File: src/rtl/median_ctrl_pkg.sv
// Shared types and elaboration helpers for the median filter frame sequencer.
// Pure declarations: no latency, no flow control.
package median_ctrl_pkg;

  typedef enum logic [1:0] {
    ST_IDLE  = 2'd0,
    ST_RUN   = 2'd1,
    ST_FLUSH = 2'd2,
    ST_DONE  = 2'd3
  } state_e;

  // Width of a counter that must hold 0..n-1; never narrower than one bit.
  function automatic int cnt_width(input int n);
    return (n > 1) ? $clog2(n) : 1;
  endfunction

  // Frame geometry must fit the address buses; there is no runtime wrap handling.
  function automatic bit params_ok(input int lut_aw, input int mem_aw, input int row_words,
                                   input int img_rows, input int pipe_lat);
    return (row_words >= 1) && (img_rows >= 3) && (pipe_lat >= 1) &&
           (img_rows * row_words <= (1 << lut_aw)) &&
           ((img_rows - 2) * row_words <= (1 << mem_aw));
  endfunction

endpackage

File: src/rtl/median_valid_pipe.sv
// Valid delay line: out is in delayed by DEPTH cycles; any flags a valid still upstream of out.
// Latency DEPTH cycles; no backpressure, clr empties every stage on the next edge.
module median_valid_pipe #(
  parameter int DEPTH = 5
) (
  input  logic clk,
  input  logic rst,
  input  logic clr,
  input  logic in,
  output logic out,
  output logic any
);

  logic [DEPTH-1:0] sr_q;
  logic [DEPTH-1:0] sr_d;

  // any excludes the output stage so a frame can retire in the same cycle as its last write.
  if (DEPTH == 1) begin : g_one
    always_comb begin
      sr_d = clr ? 1'b0 : in;
      any  = in;
    end
  end else begin : g_many
    always_comb begin
      sr_d = clr ? '0 : {sr_q[DEPTH-2:0], in};
      any  = in | (|sr_q[DEPTH-2:0]);
    end
  end

  always_ff @(posedge clk) begin
    if (rst) begin
      sr_q <= '0;
    end else begin
      sr_q <= sr_d;
    end
  end

  assign out = sr_q[DEPTH-1];

endmodule

File: src/rtl/median_ctrl.sv
// Frame sequencer: walks the three-row read window, tracks datapath latency, drives output writes.
// First read one cycle after start, writes PIPE_LATENCY cycles after reads; no backpressure.
module median_ctrl
  import median_ctrl_pkg::*;
#(
  parameter int LUT_ADDR_WIDTH = 10,
  parameter int MEM_ADDR_WIDTH = 10,
  parameter int ROW_WORDS      = 4,
  parameter int IMG_ROWS       = 5,
  parameter int PIPE_LATENCY   = 5
) (
  input  logic                      clk,
  input  logic                      rst,
  input  logic                      start,
  input  logic                      abort,
  output logic                      busy,
  output logic                      done,
  output logic                      rd_en,
  output logic [LUT_ADDR_WIDTH-1:0] raddr_a,
  output logic [LUT_ADDR_WIDTH-1:0] raddr_b,
  output logic [LUT_ADDR_WIDTH-1:0] raddr_c,
  output logic                      we,
  output logic [MEM_ADDR_WIDTH-1:0] waddr
);

  localparam int LW    = LUT_ADDR_WIDTH;
  localparam int MW    = MEM_ADDR_WIDTH;
  localparam int COL_W = cnt_width(ROW_WORDS);
  localparam int ROW_W = cnt_width(IMG_ROWS);

  localparam logic [LW-1:0]    ROW_STEP  = LW'(ROW_WORDS);
  localparam logic [LW-1:0]    ROW_STEP2 = LW'(2 * ROW_WORDS);
  localparam logic [COL_W-1:0] COL_LAST  = COL_W'(ROW_WORDS - 1);
  localparam logic [ROW_W-1:0] ROW_LAST  = ROW_W'(IMG_ROWS - 3);

  if (!params_ok(LUT_ADDR_WIDTH, MEM_ADDR_WIDTH, ROW_WORDS, IMG_ROWS, PIPE_LATENCY)) begin : g_param_err
    $error("median_ctrl: frame geometry does not fit the address widths or latency/rows out of range");
  end

  state_e           state_q, state_d;
  logic             busy_q, busy_d;
  logic             done_q, done_d;
  logic             rd_en_q, rd_en_d;
  logic [COL_W-1:0] col_q, col_d;
  logic [ROW_W-1:0] row_q, row_d;
  logic [LW-1:0]    base_a_q, base_a_d;
  logic [LW-1:0]    base_b_q, base_b_d;
  logic [LW-1:0]    base_c_q, base_c_d;
  logic [LW-1:0]    raddr_a_q, raddr_a_d;
  logic [LW-1:0]    raddr_b_q, raddr_b_d;
  logic [LW-1:0]    raddr_c_q, raddr_c_d;
  logic [MW-1:0]    waddr_q, waddr_d;

  logic pipe_clr;
  logic pipe_out;
  logic pipe_any;

  always_comb begin
    state_d   = state_q;
    col_d     = col_q;
    row_d     = row_q;
    base_a_d  = base_a_q;
    base_b_d  = base_b_q;
    base_c_d  = base_c_q;
    raddr_a_d = raddr_a_q;
    raddr_b_d = raddr_b_q;
    raddr_c_d = raddr_c_q;
    waddr_d   = waddr_q;
    pipe_clr  = 1'b0;

    if (pipe_out) begin
      waddr_d = waddr_q + MW'(1);
    end

    unique case (state_q)
      ST_IDLE: begin
        if (start && !abort) begin
          state_d  = ST_RUN;
          col_d    = '0;
          row_d    = '0;
          base_a_d = '0;
          base_b_d = ROW_STEP;
          base_c_d = ROW_STEP2;
          waddr_d  = '0;
        end
      end
      ST_RUN: begin
        if (abort) begin
          state_d  = ST_IDLE;
          pipe_clr = 1'b1;
          waddr_d  = '0;
        end else if (row_q == ROW_LAST && col_q == COL_LAST) begin
          state_d = ST_FLUSH;
        end else if (col_q == COL_LAST) begin
          // Row wrap: slide the whole three-row window down by one row.
          col_d    = '0;
          row_d    = row_q + ROW_W'(1);
          base_a_d = base_a_q + ROW_STEP;
          base_b_d = base_b_q + ROW_STEP;
          base_c_d = base_c_q + ROW_STEP;
        end else begin
          col_d = col_q + COL_W'(1);
        end
      end
      ST_FLUSH: begin
        if (abort) begin
          state_d  = ST_IDLE;
          pipe_clr = 1'b1;
          waddr_d  = '0;
        end else if (!pipe_any) begin
          state_d = ST_DONE;
        end
      end
      ST_DONE: begin
        state_d = ST_IDLE;
      end
      default: begin
        state_d = ST_IDLE;
      end
    endcase

    if (state_d == ST_RUN) begin
      raddr_a_d = base_a_d + LW'(col_d);
      raddr_b_d = base_b_d + LW'(col_d);
      raddr_c_d = base_c_d + LW'(col_d);
    end

    rd_en_d = (state_d == ST_RUN);
    busy_d  = (state_d == ST_RUN) || (state_d == ST_FLUSH);
    done_d  = (state_q == ST_FLUSH) && (state_d == ST_DONE);
  end

  always_ff @(posedge clk) begin
    if (rst) begin
      state_q   <= ST_IDLE;
      busy_q    <= 1'b0;
      done_q    <= 1'b0;
      rd_en_q   <= 1'b0;
      col_q     <= '0;
      row_q     <= '0;
      base_a_q  <= '0;
      base_b_q  <= '0;
      base_c_q  <= '0;
      raddr_a_q <= '0;
      raddr_b_q <= '0;
      raddr_c_q <= '0;
      waddr_q   <= '0;
    end else begin
      state_q   <= state_d;
      busy_q    <= busy_d;
      done_q    <= done_d;
      rd_en_q   <= rd_en_d;
      col_q     <= col_d;
      row_q     <= row_d;
      base_a_q  <= base_a_d;
      base_b_q  <= base_b_d;
      base_c_q  <= base_c_d;
      raddr_a_q <= raddr_a_d;
      raddr_b_q <= raddr_b_d;
      raddr_c_q <= raddr_c_d;
      waddr_q   <= waddr_d;
    end
  end

  median_valid_pipe #(
    .DEPTH(PIPE_LATENCY)
  ) u_valid_pipe (
    .clk(clk),
    .rst(rst),
    .clr(pipe_clr),
    .in (rd_en_q),
    .out(pipe_out),
    .any(pipe_any)
  );

  assign busy    = busy_q;
  assign done    = done_q;
  assign rd_en   = rd_en_q;
  assign raddr_a = raddr_a_q;
  assign raddr_b = raddr_b_q;
  assign raddr_c = raddr_c_q;
  assign we      = pipe_out;
  assign waddr   = waddr_q;

endmodule
File: config.mk
export PLATFORM = sky130hd
export DESIGN_NAME = median_ctrl
export DESIGN_NICKNAME = d
export VERILOG_FILES = /design/src/rtl/median_ctrl_pkg.sv /design/src/rtl/median_valid_pipe.sv /design/src/rtl/median_ctrl.sv
export SDC_FILE = /design/constraint.sdc
export NUM_CORES = 1
export LEC_CHECK = 0
export ABC_AREA = 1
export CORE_MARGIN = 5
export CORE_UTILIZATION = 45
export DETAILED_ROUTE_END_ITERATION = 10
export PLACE_DENSITY = 0.78
export SYNTH_ARGS = -nofsm -noshare
export SYNTH_HDL_FRONTEND = slang
export SYNTH_SLANG_ARGS = --single-unit
File: constraint.sdc
create_clock -name clk -period 6.5 [get_ports clk]
set_input_delay 0.975 -clock clk [delete_from_list [all_inputs] [get_ports clk]]
set_output_delay 0.975 -clock clk [all_outputs]
set_load 0.01 [all_outputs]
==> reports/qor.csv, run 1 <==
stage,metric,value,unit
timing,finalCriticalPeriod,3.71,ns
floorplan,coreArea,10200,sq um
final_layout,post-route-util,53.3,%
pwr,leakagePower,2.35,nW
setup_path,cp.arrival,3.96,ns
min_path,hp-class,reg -> reg,
final_layout,fillerInstances,1005,
global_routing,grt_pass1_wl,19.0,mm
cts,cts_hold_buffers,0,
global_routing,grt_max_degree,57,
final_layout,diodes,0,
floorplan,die_w,112,microns
min_path,whs_endpoint,u_valid_pipe.sr_q[2]$_SDFF_PP0_,
placement,hpwl,8.06,mm
timing,setup_tns,0,ns
global_routing,grt-busiest-layer,met2,
cts,clock_sink_count,85,
setup_path,required,6.76,ns
cts,cts_tree,done,
routing,post_drt_wl_per_cell,12.9,microns
floorplan,rows,37,
min_path,holdCritStartpoint,u_valid_pipe.sr_q[1]$_SDFF_PP0_,
routing,vias_per_cell,4.96,
pwr,pwr_density_cell,229,nW/um^2
cts,clk_latency,0.36,ns
timing,relSlewSlack,51.6,%
routing,drt_wl_total,11.0,mm
floorplan,die_area,12400,sq um
synth,synthesis.nets,696,
floorplan,ios,48,
pwr,irDropWorstVdd,0.148,mV
synth,syn-cell-area,4640,sq um
final_layout,nNetsFinal,740,
timing,rsz0062_at_grt,false,
global_routing,grtUsageMet3,4.78,%
synth,yosys_register_bits,85,
synth,synthArstFlopShare,0,%
timing,max_freq,270,MHz
routing,dr.pass1.iters,5,
floorplan,start_util,45.5,%
global_routing,grt.met1_usage,23.0,%
cts,h-tree-depth,3,
placement,gp_congestion,0.890,
timing,report.final.slew_viol_count,0,
floorplan,die_y,112,microns
global_routing,grt_util_met2,31.0,%
final_layout,layout_commonest_cell,nor2_1,
placement,io_buffers,47,
routing,route.vias.total,4241,
timing,period_share,57.0,%
timing,setup_violations,0,
setup_path,worstPathMaxFanout,10,
pwr,power,1.25,mW
synth,syn_inst,670,
setup_path,r2r_cells,14,
global_routing,grt-ovfl-total,0,
run_status,status,finished clean,
setup_path,path_class,in -> reg,
placement,place_area,5230,sq um
synth,synth_edf_count,0,
cts,post_cts_buffers,0,
synth,ys_seq_area_share,36.7,%
timing,hold_violations,0,
min_path,holdPathStages,2,
setup_path,ff2ff_setup_slack,3.08,ns
cts,cts_resized,0,
cts,cts_made_buffers,9,
global_routing,grt_pass1_vias,4157,
cts,root_buffer,clkbuf_8,
timing,max_slew.worst_pin.slew,0.723,ns
global_routing,antenna_found_initial,0,
synth,avgSynthCellArea,6.92,sq um
synth,ys_types,43,
final_layout,area_delta_synth_final,17.1,%
cts,cts.clk_slew.worst_paths,0.09,ns
setup_path,cp-end-kind,flip-flop,
routing,drt_iter0_markers,313,
global_routing,grt_use_total,18.2,%
final_layout,layout_common_cells,"124 x nor2_1, 123 x nand2_1, 97 x inv_1, 85 x dfxtp_1, 46 x clkdlybuf4s50_1",
setup_path,reg2reg_to,raddr_a[6]$_SDFFE_PP0P_,
routing,ant_nets,0,
job,maxCapViolCount,0,
cts,clockBufferDepth,2,
setup_path,crit_path_start_kind,primary input,
timing,fin_skew,0.0124,ns
synth,synth_flop_cell,dfxtp_1,
setup_path,rr_startpoint,state_q[1]$_SDFF_PP0_,
synth,yosysWarnings,0,
routing,drc_errors,0,
final_layout,design_area,5430,sq um
final_layout,drive_gt1_share,9.18,%
[sequential cells by signal (all words and copies together) (netlist names)]
name,cells
base_a_q,10
base_b_q,10
base_c_q,10
raddr_a,10
raddr_b,10
raddr_c,10
waddr,10
u_valid_pipe.sr_q,5
row_q,3
col_q,2
state_q,2
busy,1
done,1
rd_en,1
[power by group]
group | internal (mW) | switching, mW
registers | 0.559 | 0.0218
clock network | 0.185 | 0.208
logic | 0.109 | 0.164
[worst max path at each step]
stage	from	endpoint
2_1_floorplan	abort	raddr_c[8]$_SDFFE_PP0P_
5_1_grt	abort	raddr_a[6]$_SDFFE_PP0P_
6_report	abort	raddr_a[6]$_SDFFE_PP0P_
3_5_place_dp	abort	raddr_a[6]$_SDFFE_PP0P_
4_1_cts	abort	raddr_a[6]$_SDFFE_PP0P_
3_3_place_gp	abort	raddr_c[8]$_SDFFE_PP0P_
[logic make-up (layout without fill, tap and decap cells)]
logic type / Yosys count / after routing / share of synthesized area, %
adder cells (fa/ha/maj): 22 / 22 / 6.42
XOR/XNOR: 17 / 17 / 3.21
flip-flops: 85 / 85 / 36.7
multiplexers: 1 / 1 / 0.216
AO/OA/AOI/OAI: 81 / 81 / 10.7
buffers and inverters: 122 / 171 / 10.0
AND/OR/NAND/NOR: 342 / 342 / 32.7
[metrics by stage]
stage	cells	worst slack (ns)	hold slack, ns
floorplan	670	3.54	0.408
global placement	839	2.56	0.411
detailed placement	839	2.46	0.423
CTS	855	2.82	0.434
global route	855	2.64	0.444
finish	855	2.79	0.434
[area by class of cell]
cell class / count / area, sq um / share of cell area [%]
Inverter: 105 / 394 / 7.26
Timing Repair Buffer: 50 / 488 / 8.99
Tap cell: 136 / 170 / 3.13
Clock inverter: 7 / 81.3 / 1.50
Clock buffer: 9 / 124 / 2.28
Sequential cell: 85 / 1700 / 31.3
Multi-Input combinational cell: 463 / 2470 / 45.5
[metal layers]
layer | vias up | routed length (microns)
li1 | 2184 | -
met1 | 1941 | 5090
met2 | 98 | 5150
met3 | 18 | 568
met4 | 0 | 191
met5 | - | 0
[synthesized netlist by cell type (2+ instances only)]
library cell	count	area share (%)
nor2_1	124	10
nand2_1	123	10
inv_1	97	7.9
dfxtp_1	85	37
nand3_1	44	4.7
o21ai_0	29	3.1
a21oi_1	25	2.7
ha_1	19	5.1
xor2_1	15	2.8
clkbuf_1	13	1.1
nand4_1	11	1.5
nand2_2	9	1.2
nor2_2	9	1.2
inv_2	8	0.65
nor3_1	6	0.65
o21ai_1	6	0.65
nand2_4	4	0.97
o21ai_2	4	0.76
fa_1	3	1.3
o31ai_1	3	0.49
a21oi_4	2	0.70
buf_2	2	0.22
nand3_2	2	0.43
nand3b_1	2	0.32
nor2_4	2	0.49
nor3_2	2	0.43
o211a_1	2	0.43
o21a_1	2	0.32
o21bai_1	2	0.32
xnor2_1	2	0.38
[critical path, cell delays in order]
cell and delay [ns]:
clkdlybuf4s50_1 0.59, inv_2 0.12, nand2_4 0.10, a21oi_4 0.12, o21ai_0 0.46, inv_1 0.27, fa_1 0.53, nor2_1 0.16
nand3_1 0.16, o31ai_1 0.25, nand3_1 0.10, nand2_1 0.09, inv_1 0.04
No activity file was read; power rests on OpenSTA's default activity.
==> run 2, diff against run 1 <==
clock period = 3.7 ns   (was 6.5 ns; I/O delays follow)
==> run 2 against run 1 <==
  * Count of clock-buffer cells in the layout increased by 1
  * Hold slack got worse by 0.0028 ns
  * Critical path depth grew 6
  * Critical path type is now reg -> reg
  * Critical endpoint is now raddr_a[9]$_SDFFE_PP0P_
==> reports/qor.csv, run 2 (synthesis gave the netlist of run 1 again) <==
stage,metric,value,unit,change
cts,cts.clk_slew.worst_paths,0.09,ns,about the same
setup_path,worstPathMaxFanout,10,,unchanged
timing,hold_violations,0,,unchanged
routing,drc_errors,0,,unchanged
timing,setup_tns,0,ns,unchanged
cts,post_cts_buffers,0,,unchanged
global_routing,grt_pass1_wl,19.4,mm,+1.8%
timing,rsz0062_at_grt,false,,
pwr,irDropWorstVdd,0.221,mV,+50%
floorplan,ios,48,,unchanged
cts,clock_sink_count,85,,unchanged
floorplan,die_area,12400,sq um,unchanged
cts,cts_tree,done,,
job,maxCapViolCount,0,,unchanged
timing,max_freq,303,MHz,
pwr,p_comb_share,21.4,%,-0.5 points
setup_path,path_class,reg -> reg,,
placement,io_buffers,47,,unchanged
cts,clk_latency,0.37,ns,about the same
final_layout,area_delta_synth_final,18.3,%,
floorplan,coreArea,10200,sq um,unchanged
floorplan,start_util,45.5,%,unchanged
global_routing,grt_use_total,18.9,%,+0.68 points
setup_path,crit_path_start_kind,flip-flop,,
pwr,leakagePower,2.37,nW,+0.82%
setup_path,cp.arrival,3.57,ns,-0.39 ns
timing,report.final.slew_viol_count,0,,unchanged
timing,setup_violations,0,,unchanged
cts,cts_made_buffers,9,,unchanged
pwr,p_seq_share,44.1,%,-2.5 points
timing,finalCriticalPeriod,3.30,ns,
routing,post_drt_wl_per_cell,13.2,microns,+2.6%
setup_path,required,3.98,ns,-2.78 ns
min_path,hp-class,reg -> reg,,
routing,dr.pass1.iters,4,,-1
placement,dpl_worst_slack,0.172,ns,-2.29 ns
pwr,internal-power,1.63,mW,+91%
timing,max_slew.worst_pin.slew,0.744,ns,+0.0202 ns
floorplan,die_y,112,microns,unchanged
routing,vias_per_cell,4.94,,-0.49%
cts,root_buffer,clkbuf_8,,
final_layout,fin_cells,856,,+0.12%
global_routing,grt_max_degree,56,,-1.8%
routing,drt_iter0_markers,249,,-20%
routing,route.vias.total,4225,,-0.38%
routing,ant_nets,0,,unchanged
timing,postLayoutSetupSlackWorst,0.405,ns,-2.39 ns
routing,drt_wl_total,11.3,mm,+2.8%
final_layout,nNetsFinal,741,,+0.14%
final_layout,design_area,5480,sq um,+0.99%
cts,cts_resized,0,,unchanged
floorplan,rows,37,,unchanged
final_layout,layout_commonest_cell,nor2_1,,
timing,period_share,89.1,%,
placement,place_inst,840,,+0.12%
placement,gp_congestion,0.874,,-1.8%
global_routing,grt_pass1_vias,4222,,+1.6%
pwr,p_clk_share,34.5,%,+3.0 points
cts,cts_hold_buffers,0,,unchanged
placement,place_area,5250,sq um,+0.38%
timing,fin_skew,0.0127,ns,+0.000332 ns
timing,relSlewSlack,50.2,%,-1.4 points
floorplan,die_w,112,microns,unchanged
final_layout,drive_gt1_share,9.17,%,-0.013 points
final_layout,diodes,0,,unchanged
pwr,pwr_density_cell,422,nW/um^2,+84%
run_status,status,finished clean,,
cts,h-tree-depth,3,,unchanged
global_routing,antenna_found_initial,0,,unchanged
timing,whs,0.431,ns,-0.00279 ns
setup_path,cp-end-kind,flip-flop,,
placement,hpwl,8.44,mm,+4.7%
final_layout,layout_common_cells,"124 x nor2_1, 123 x nand2_1, 97 x inv_1, 85 x dfxtp_1, 46 x clkdlybuf4s50_1",,
pwr,p_sw,685,uW,+74%
global_routing,grt-ovfl-total,0,,unchanged
pwr,switching_share,29.6,%,-2.0 points
cts,clockBufferDepth,2,,unchanged
-- run 2: routing by layer --
metal	GRT usage, %	up-vias	share of wire (%)
met2	31.1	112	46
li1	-	2187	-
met1	24.0	1903	46
met5	0	-	0
met3	3.26	23	5.5
met4	9.25	0	3.2
-- run 2: path summary, 6_finish.rpt --
check / to / from / slack [ns] / cells past startpoint
max: raddr_a[9]$_SDFFE_PP0P_ / state_q[0]$_SDFF_PP0_ / 0.41 / 19
min: u_valid_pipe.sr_q[1]$_SDFF_PP0_ / u_valid_pipe.sr_q[0]$_SDFF_PP0_ / 0.43 / 2
max reg2reg: raddr_a[9]$_SDFFE_PP0P_ / state_q[0]$_SDFF_PP0_ / 0.41 / 19
min reg2reg: u_valid_pipe.sr_q[1]$_SDFF_PP0_ / u_valid_pipe.sr_q[0]$_SDFF_PP0_ / 0.43 / 2
-- run 2: metrics by stage --
| stage | total power [mW] | utilization [%] |
|---|---|---|
| global route | 2.43 | 53.8 |
| CTS | 2.33 | 53.8 |
| global placement | 1.53 | 51.5 |
| detailed placement | 1.54 | 51.5 |
| floorplan | 1.33 | - |
| finish | 2.32 | 53.8 |
-- run 2: critical path, stage by stage, from the launching register on --
cell and delay, ns:
dfxtp_1 0.36, inv_1 0.13, ha_1 0.32, inv_1 0.14, nor2_1 0.10, inv_1 0.13, nor2_1 0.60, nor2_1 0.13
ha_1 0.31, a21oi_1 0.06, inv_1 0.06, nand3_1 0.12, nor2_2 0.13, nand3_2 0.09, nor2_2 0.15, nand3_1 0.09
nand2_1 0.07, nand3_1 0.06, nand2_1 0.09, inv_1 0.03
-- run 2: power groups by stage --
| stage | registers [mW] | logic [mW] | clock network, mW |
|---|---|---|---|
| after floorplan | 1.06 | 0.267 | 0 |
| after global placement | 1.04 | 0.488 | 0 |
| after detailed placement | 1.04 | 0.495 | 0 |
| after CTS | 1.02 | 0.500 | 0.804 |
| after global routing | 1.03 | 0.557 | 0.846 |
| final | 1.02 | 0.496 | 0.799 |
-- run 2: layout make-up --
type / count / area (sq um)
Tap cell: 136 / 170
Multi-Input combinational cell: 463 / 2470
Sequential cell: 85 / 1700
Clock inverter: 6 / 111
Clock buffer: 10 / 128
Timing Repair Buffer: 51 / 508
Fill cell: 997 / 4700
Inverter: 105 / 394
==> run 3, diff against run 2 <==
ABC_CLOCK_PERIOD_IN_PS = 3700   (was unset)
==> results of run 3 <==
The final DEF is identical to that of run 2; final timing and power are the same.
